## src/rtl/serial_add_ctrl.sv

```systemverilog
// serial_add_ctrl
//
// Bit-serial add/subtract sequencer. A single 1-bit adder cell (two half
// adders plus a carry register) is reused across WIDTH cycles. It walks the
// operands LSB-first, one bit per cycle. Subtraction is a + ~b + 1: b is
// inverted at capture and the carry register is seeded with 1.
//
// Ports
//   clk    in   1      system clock, rising edge
//   rst    in   1      synchronous, active-high reset
//   start  in   1      operation request, honoured only while idle
//   sub    in   1      0: a+b, 1: a-b (captured with start)
//   a      in   WIDTH  operand A (captured with start)
//   b      in   WIDTH  operand B (captured with start)
//   busy   out  1      high whenever the sequencer is not idle
//   done   out  1      one-cycle pulse; sum/cout valid from this cycle on
//   sum    out  WIDTH  result, held until the next completed operation
//   cout   out  1      final carry; for sub, 1 means no borrow (a >= b)
//
// Timing: start sampled at edge N gives WIDTH add cycles (N+1..N+WIDTH), then
// one done cycle (N+WIDTH+1), then idle. Peak rate is one op per WIDTH+2.

module serial_add_ctrl #(
  parameter int unsigned WIDTH = 8
) (
  input  logic             clk,
  input  logic             rst,
  input  logic             start,
  input  logic             sub,
  input  logic [WIDTH-1:0] a,
  input  logic [WIDTH-1:0] b,
  output logic             busy,
  output logic             done,
  output logic [WIDTH-1:0] sum,
  output logic             cout
);

  // One extra bit beyond clog2 so WIDTH=1 still gets a 1-bit counter.
  localparam int unsigned CntW = $clog2(WIDTH) + 1;
  localparam logic [CntW-1:0] CntLast = CntW'(WIDTH - 1);

  typedef enum logic [1:0] {
    StIdle,
    StAdd,
    StDone
  } state_e;

  state_e state_q, state_d;

  logic [WIDTH-1:0] a_sh_q, a_sh_d;
  logic [WIDTH-1:0] b_sh_q, b_sh_d;
  logic [WIDTH-1:0] acc_q, acc_d;
  logic [WIDTH-1:0] sum_q, sum_d;
  logic [CntW-1:0]  cnt_q, cnt_d;
  logic             carry_q, carry_d;
  logic             cout_q, cout_d;

  // ---------------------------------------------------------------------------
  // Shared adder cell: two half adders, carry taken from the register
  // ---------------------------------------------------------------------------
  logic ha0_s, ha0_c;
  logic cell_s, cell_c;
  logic last_bit;
  logic [WIDTH-1:0] acc_shift;

  always_comb begin
    ha0_s  = a_sh_q[0] ^ b_sh_q[0];
    ha0_c  = a_sh_q[0] & b_sh_q[0];
    cell_s = ha0_s ^ carry_q;
    cell_c = ha0_c | (carry_q & ha0_s);
  end

  assign last_bit = (cnt_q == CntLast);

  // The new bit enters at the MSB; after WIDTH shifts bit 0 sits at the LSB.
  always_comb begin
    acc_shift            = acc_q >> 1;
    acc_shift[WIDTH-1]   = cell_s;
  end

  // ---------------------------------------------------------------------------
  // FSM: state register
  // ---------------------------------------------------------------------------
  always_ff @(posedge clk) begin
    if (rst) begin
      state_q <= StIdle;
    end else begin
      state_q <= state_d;
    end
  end

  // ---------------------------------------------------------------------------
  // FSM: next state
  // ---------------------------------------------------------------------------
  always_comb begin
    state_d = state_q;
    unique case (state_q)
      StIdle: begin
        if (start) begin
          state_d = StAdd;
        end
      end
      StAdd: begin
        if (last_bit) begin
          state_d = StDone;
        end
      end
      StDone: begin
        state_d = StIdle;
      end
      default: begin
        state_d = StIdle;
      end
    endcase
  end

  // ---------------------------------------------------------------------------
  // FSM: outputs
  // ---------------------------------------------------------------------------
  always_comb begin
    busy = (state_q != StIdle);
    done = (state_q == StDone);
  end

  assign sum  = sum_q;
  assign cout = cout_q;

  // ---------------------------------------------------------------------------
  // Datapath next state
  // ---------------------------------------------------------------------------
  always_comb begin
    a_sh_d  = a_sh_q;
    b_sh_d  = b_sh_q;
    acc_d   = acc_q;
    cnt_d   = cnt_q;
    carry_d = carry_q;
    sum_d   = sum_q;
    cout_d  = cout_q;

    unique case (state_q)
      StIdle: begin
        if (start) begin
          a_sh_d  = a;
          b_sh_d  = sub ? ~b : b;
          carry_d = sub;
          cnt_d   = '0;
        end
      end
      StAdd: begin
        a_sh_d  = a_sh_q >> 1;
        b_sh_d  = b_sh_q >> 1;
        carry_d = cell_c;
        acc_d   = acc_shift;
        cnt_d   = cnt_q + CntW'(1);
        // Result registers load on the edge that enters StDone, so sum, cout
        // and done all change on the same edge.
        if (last_bit) begin
          sum_d  = acc_shift;
          cout_d = cell_c;
        end
      end
      StDone: begin
        // Nothing to do; result already registered.
      end
      default: begin
        // Unreachable encodings fall back to holding state.
      end
    endcase
  end

  // ---------------------------------------------------------------------------
  // Datapath registers
  // ---------------------------------------------------------------------------
  always_ff @(posedge clk) begin
    if (rst) begin
      a_sh_q  <= '0;
      b_sh_q  <= '0;
      acc_q   <= '0;
      cnt_q   <= '0;
      carry_q <= 1'b0;
      sum_q   <= '0;
      cout_q  <= 1'b0;
    end else begin
      a_sh_q  <= a_sh_d;
      b_sh_q  <= b_sh_d;
      acc_q   <= acc_d;
      cnt_q   <= cnt_d;
      carry_q <= carry_d;
      sum_q   <= sum_d;
      cout_q  <= cout_d;
    end
  end

endmodule

```

## config.mk

```make
export PLATFORM = sky130hd
export DESIGN_NAME = serial_add_ctrl
export DESIGN_NICKNAME = d
export VERILOG_FILES = /design/src/rtl/serial_add_ctrl.sv
export SDC_FILE = /design/constraint.sdc
export NUM_CORES = 1
export LEC_CHECK = 0
export CORE_ASPECT_RATIO = 1.5
export CORE_MARGIN = 3
export CORE_UTILIZATION = 25
export DETAILED_ROUTE_END_ITERATION = 8
export REMOVE_ABC_BUFFERS = 1
export SLEW_MARGIN = 20
export SYNTH_ARGS = -nofsm -noshare
export SYNTH_HDL_FRONTEND = slang
export SYNTH_SLANG_ARGS = --single-unit
```

## constraint.sdc

```tcl
create_clock -name clk -period 1.7 [get_ports clk]
set_clock_uncertainty 0.1 [all_clocks]
set_input_delay 0.17 -clock clk [delete_from_list [all_inputs] [get_ports clk]]
set_output_delay 0.17 -clock clk [all_outputs]
set_load 0.03 [all_outputs]
```

Word-level counts from Yosys, hierarchy flattened
Cells that the tools add are included.

storage, ports and cells
  register bits = 40
  input bits = 20
  output and inout bits = 11
  logic and storage cells = 38

operators by class
  $add $sub $neg = 1
  equality and inequality tests = 5
  multiplexer cells = 12
  bitwise gates (word level) = 6
  reductions and logical operators = 6

operator list
  cell                                                             count
  8-bit case mux with 2 select lines                               2
  8-bit two-way mux                                                3
  8-bit inverter                                                   1
  4-bit case mux with 2 select lines                               1
  2-bit AND reduction                                              3
  4-bit by 1-bit adder with 4-bit output, second input constant    1
  4-bit by 3-bit == test with 1-bit output, second input constant  1
  2-bit two-way mux                                                2
  4-bit two-way mux                                                1
  2-bit inequality test, second input constant                     2
  2-bit case mux with 2 select lines                               1
  2-bit nonzero test                                               2
  1-bit AND                                                        2
  2-bit by 1-bit == test with 1-bit output, second input constant  1
  2-bit == test, second input constant                             1
  2-bit zero test                                                  1
  1-bit case mux with 2 select lines                               1
  1-bit XOR                                                        2
  1-bit two-way mux                                                1
  1-bit bitwise OR                                                 1

Longest topological paths before layout
  word-level depth = 4
  depth in mapped cells = 5
  depth with buffers taken out = 4

Worst setup path before layout
Ideal clock, no wire load.

  path type = register to output
  start point = register state_q[1]
  end point = output port done
  arrival time = 1.135 ns
  required time = 1.430 ns
  setup slack = 0.295 ns
  stages on the path, launching flop included = 3
  path buffers = 1
  path through = dfxtp_1 > clkbuf_1 > nor2b_1

between the ends
  cells in the longest elaborated chain, start to end = 1

ends and longest elaborated chain
  item                    line  text
  start, declared         48    state_e state_q, state_d;
  start signal, assigned  86    state_q <= StIdle;
  start signal, assigned  88    state_q <= state_d;
  2-bit == test           122   done = (state_q == StDone);
  end, declared           33    output logic done,

Every way passes these cells.

Worst setup path in the final report
  start point = register cout_q, in the netlist cout
  end point = output port cout

RTL lines
  item                    line  text
  start, declared         56    logic cout_q, cout_d;
  start signal, assigned  190   cout_q <= cout_d;
  end, declared           35    output logic cout

No word-level cell between the ends.

==> qor.txt <==
run status: completed
initial antenna violation count: 0
TritonCTS buffer count: 5
r2r worst-path depth: 5
M1 GR Usage: 11.2%
GRT Residual Overflow: 0
first drt pass iteration count: 4
busiest grt layer: met2
I/O Buffers: 30
area of the die: 8190 sq um
EDFF count, synth: 0
clk root buf: clkbuf_8
Static Leakage: 0.793 nW
Bufs and invs on worst path: 1
largest family of logic cells by synthesized area: simple AND/OR/NAND/NOR gates
CTS tree: done
Syn Inst Count: 196
Max VDD drop: 0.348 mV
crit path launch type: flop
Max Cap Viol: 0
Global Route Usage Sum: 9.40%
CTS Buffer Depth: 2
Die W: 74.9 microns
total negative slack: 0 ps
asr flop ratio synth: 0%
crit path to: cout
met3 Usage GRT: 2.74%
Hold Crit Class: flop to flop
Yosys warnings: 0
CTS hold repair buffers: 0
post-synthesis sequential area ratio: 43.9%
ys flop type: dfxtp_1
largest net degree at the start of global routing: 18
Critical Path End Type: primary output
total wire length: 3630 microns
hpwl dp: 2660 microns
fillers: 706
Initial DRC Count: 63
delay-heaviest family, CP: buffers and inverters
Die Span Y: 109 microns
Post-Synth XOR/XNOR Area: 3.94%
R2R Setup Slk: 210 ps
fmax: 631 MHz
Post-Synth Adder-Cell Area: 1.83%
drt drc: 0
Required @ worst endpoint: 1430 ps
min-delay src: acc_q[1]
period utilisation layout: 93.2%
critical path type: flop to primary output
Avg Synthesized Cell Area: 9.08 sq um
DR vias/cell: 4.66
Clock transition at path regs: 70 ps
clock sinks: 39
CP max stage cell: clkdlybuf4s50_1
DRT antenna net count: 0
post-synthesis mux area share: 5.63%
area grow syn2layout: 26.6%
CTS H-tree lvls: 2
capturing point of the worst reg2reg path: a_sh_q[1]
share of cells above drive strength 1: 10.5%
Resized cells post-CTS: 0
min Tclk post-route: 1580 ps
Ant. Diodes: 0
worst hold slack: 357 ps
Clk Latency, worst-skew pair: 280 ps
Slew Viols, Final: 0
R2R Path Start: state_q[0]
met2 Use GR: 16.3%
final hold viol count: 0
Yosys cell types: 33
Mapped Area: 1780 sq um
post-synthesis compound-gate area fraction: 13.7%
Post-Synth Simple-Gate Area: 25.9%
RSZ-0062 raised after global routing: no
max_slew headroom: 65.9%
Worst Setup SP: cout
nets@finish: 250
CP Depth: 1
setup bufs post-CTS: 0
commonest non-fill, non-tap cells in the layout: dfxtp_1 (39), clkdlybuf4s50_1 (28), nand2b_1 (27)
most common cell after layout, fill and taps aside: dfxtp_1
Setup violations, final: 0
I/O pin cnt: 31
Crit path largest cell delay: 680 ps
Yosys reg bits: 39
Arrival @ worst endpoint: 1310 ps
cells along the critical path: clkdlybuf4s50_1
core area: 6900 sq um
vias in the first global route: 1386
DR WL/cell: 11.8 microns
row count: 37
Starting Density: 25.8%
power density cells: 807 nW/um^2
GPL Wtd Cong: 0.787
vias: 1430
Max FO, Critical Path: 2
Worst Tran Pin Value: 510 ps
global-route wire length before repair: 6110 microns
## per-stage QoR
step	cells	power (mW)	util (%)	area, sq um	worst slack, ps
3_3_place_gp	299	1.25	31.4	2170	-157
6_report	307	1.82	32.7	2250	116
2_1_floorplan	180	1.13	-	1690	-406
4_1_cts	307	1.85	32.6	2250	78.3
3_5_place_dp	299	1.25	31.4	2170	-190
5_1_grt	307	1.91	32.7	2250	57.6
## registers in the layout (all words and copies together), names as in the netlist
register	flops
a_sh_q	8
acc_q	7
b_sh_q	8
carry_q	1
cnt_q	4
cout	1
state_q	2
sum	8
## synthesized netlist by cell type (2+ instances only)
cell type	n	area, sq um
o22ai_1	7	43.8
nand3_1	2	10.0
nand2_1	15	56.3
mux2i_1	10	100
a32oi_1	2	17.5
dfxtp_1	39	781
buf_2	5	25.0
nor2_1	13	48.8
or3b_1	7	61.3
xnor2_1	7	61.3
nor2b_1	3	18.8
clkbuf_1	8	30.0
nor3_1	10	50.1
a21oi_1	16	80.1
nand2b_1	27	169
a22oi_1	8	60.1
## report_power, final
part / switching (mW) / internal (mW) / leakage (nW)
Sequential: 0.0236 / 0.953 / 0.318
Clock: 0.305 / 0.288 / 0.0422
Combinational: 0.116 / 0.133 / 0.433
## cell type report
type / instances / area (sq um) / area share [%]
Clock buffer: 7 / 76.3 / 3.39
Clock inverter: 1 / 5.00 / 0.222
Inverter: 1 / 3.75 / 0.167
Multi-Input combinational cell: 140 / 911 / 40.4
Sequential cell: 39 / 781 / 34.7
Tap cell: 78 / 97.6 / 4.33
Timing Repair Buffer: 41 / 378 / 16.8
## per-layer routing
metal / vias up / part of all wire, % / wire length (microns)
met5: - / 0 / 0
met4: 0 / 1.2 / 43
met3: 4 / 3.9 / 141
met2: 27 / 49 / 1770
met1: 664 / 46 / 1670
li1: 735 / - / -
## logic make-up (layout without fill, tap and decap cells)
group | after synthesis | count (layout)
AND/OR/NAND/NOR | 82 | 82
flip-flops | 39 | 39
multiplexers | 10 | 10
buffers and inverters | 17 | 50
XOR/XNOR | 8 | 8
adder cells (fa/ha/maj) | 2 | 2
AO/OA/AOI/OAI | 38 | 38
## worst min-delay path by stage
| stage | slack (ps) | end | depth (start not counted) |
|---|---|---|---|
| after floorplan | 140 | acc_q[1] | 1 |
| after global placement | 350 | acc_q[1] | 2 |
| after detailed placement | 350 | acc_q[1] | 2 |
| after CTS | 360 | acc_q[1] | 2 |
| after global routing | 380 | acc_q[1] | 2 |
| final | 360 | acc_q[1] | 2 |
(Power assumes the default switching activity.)
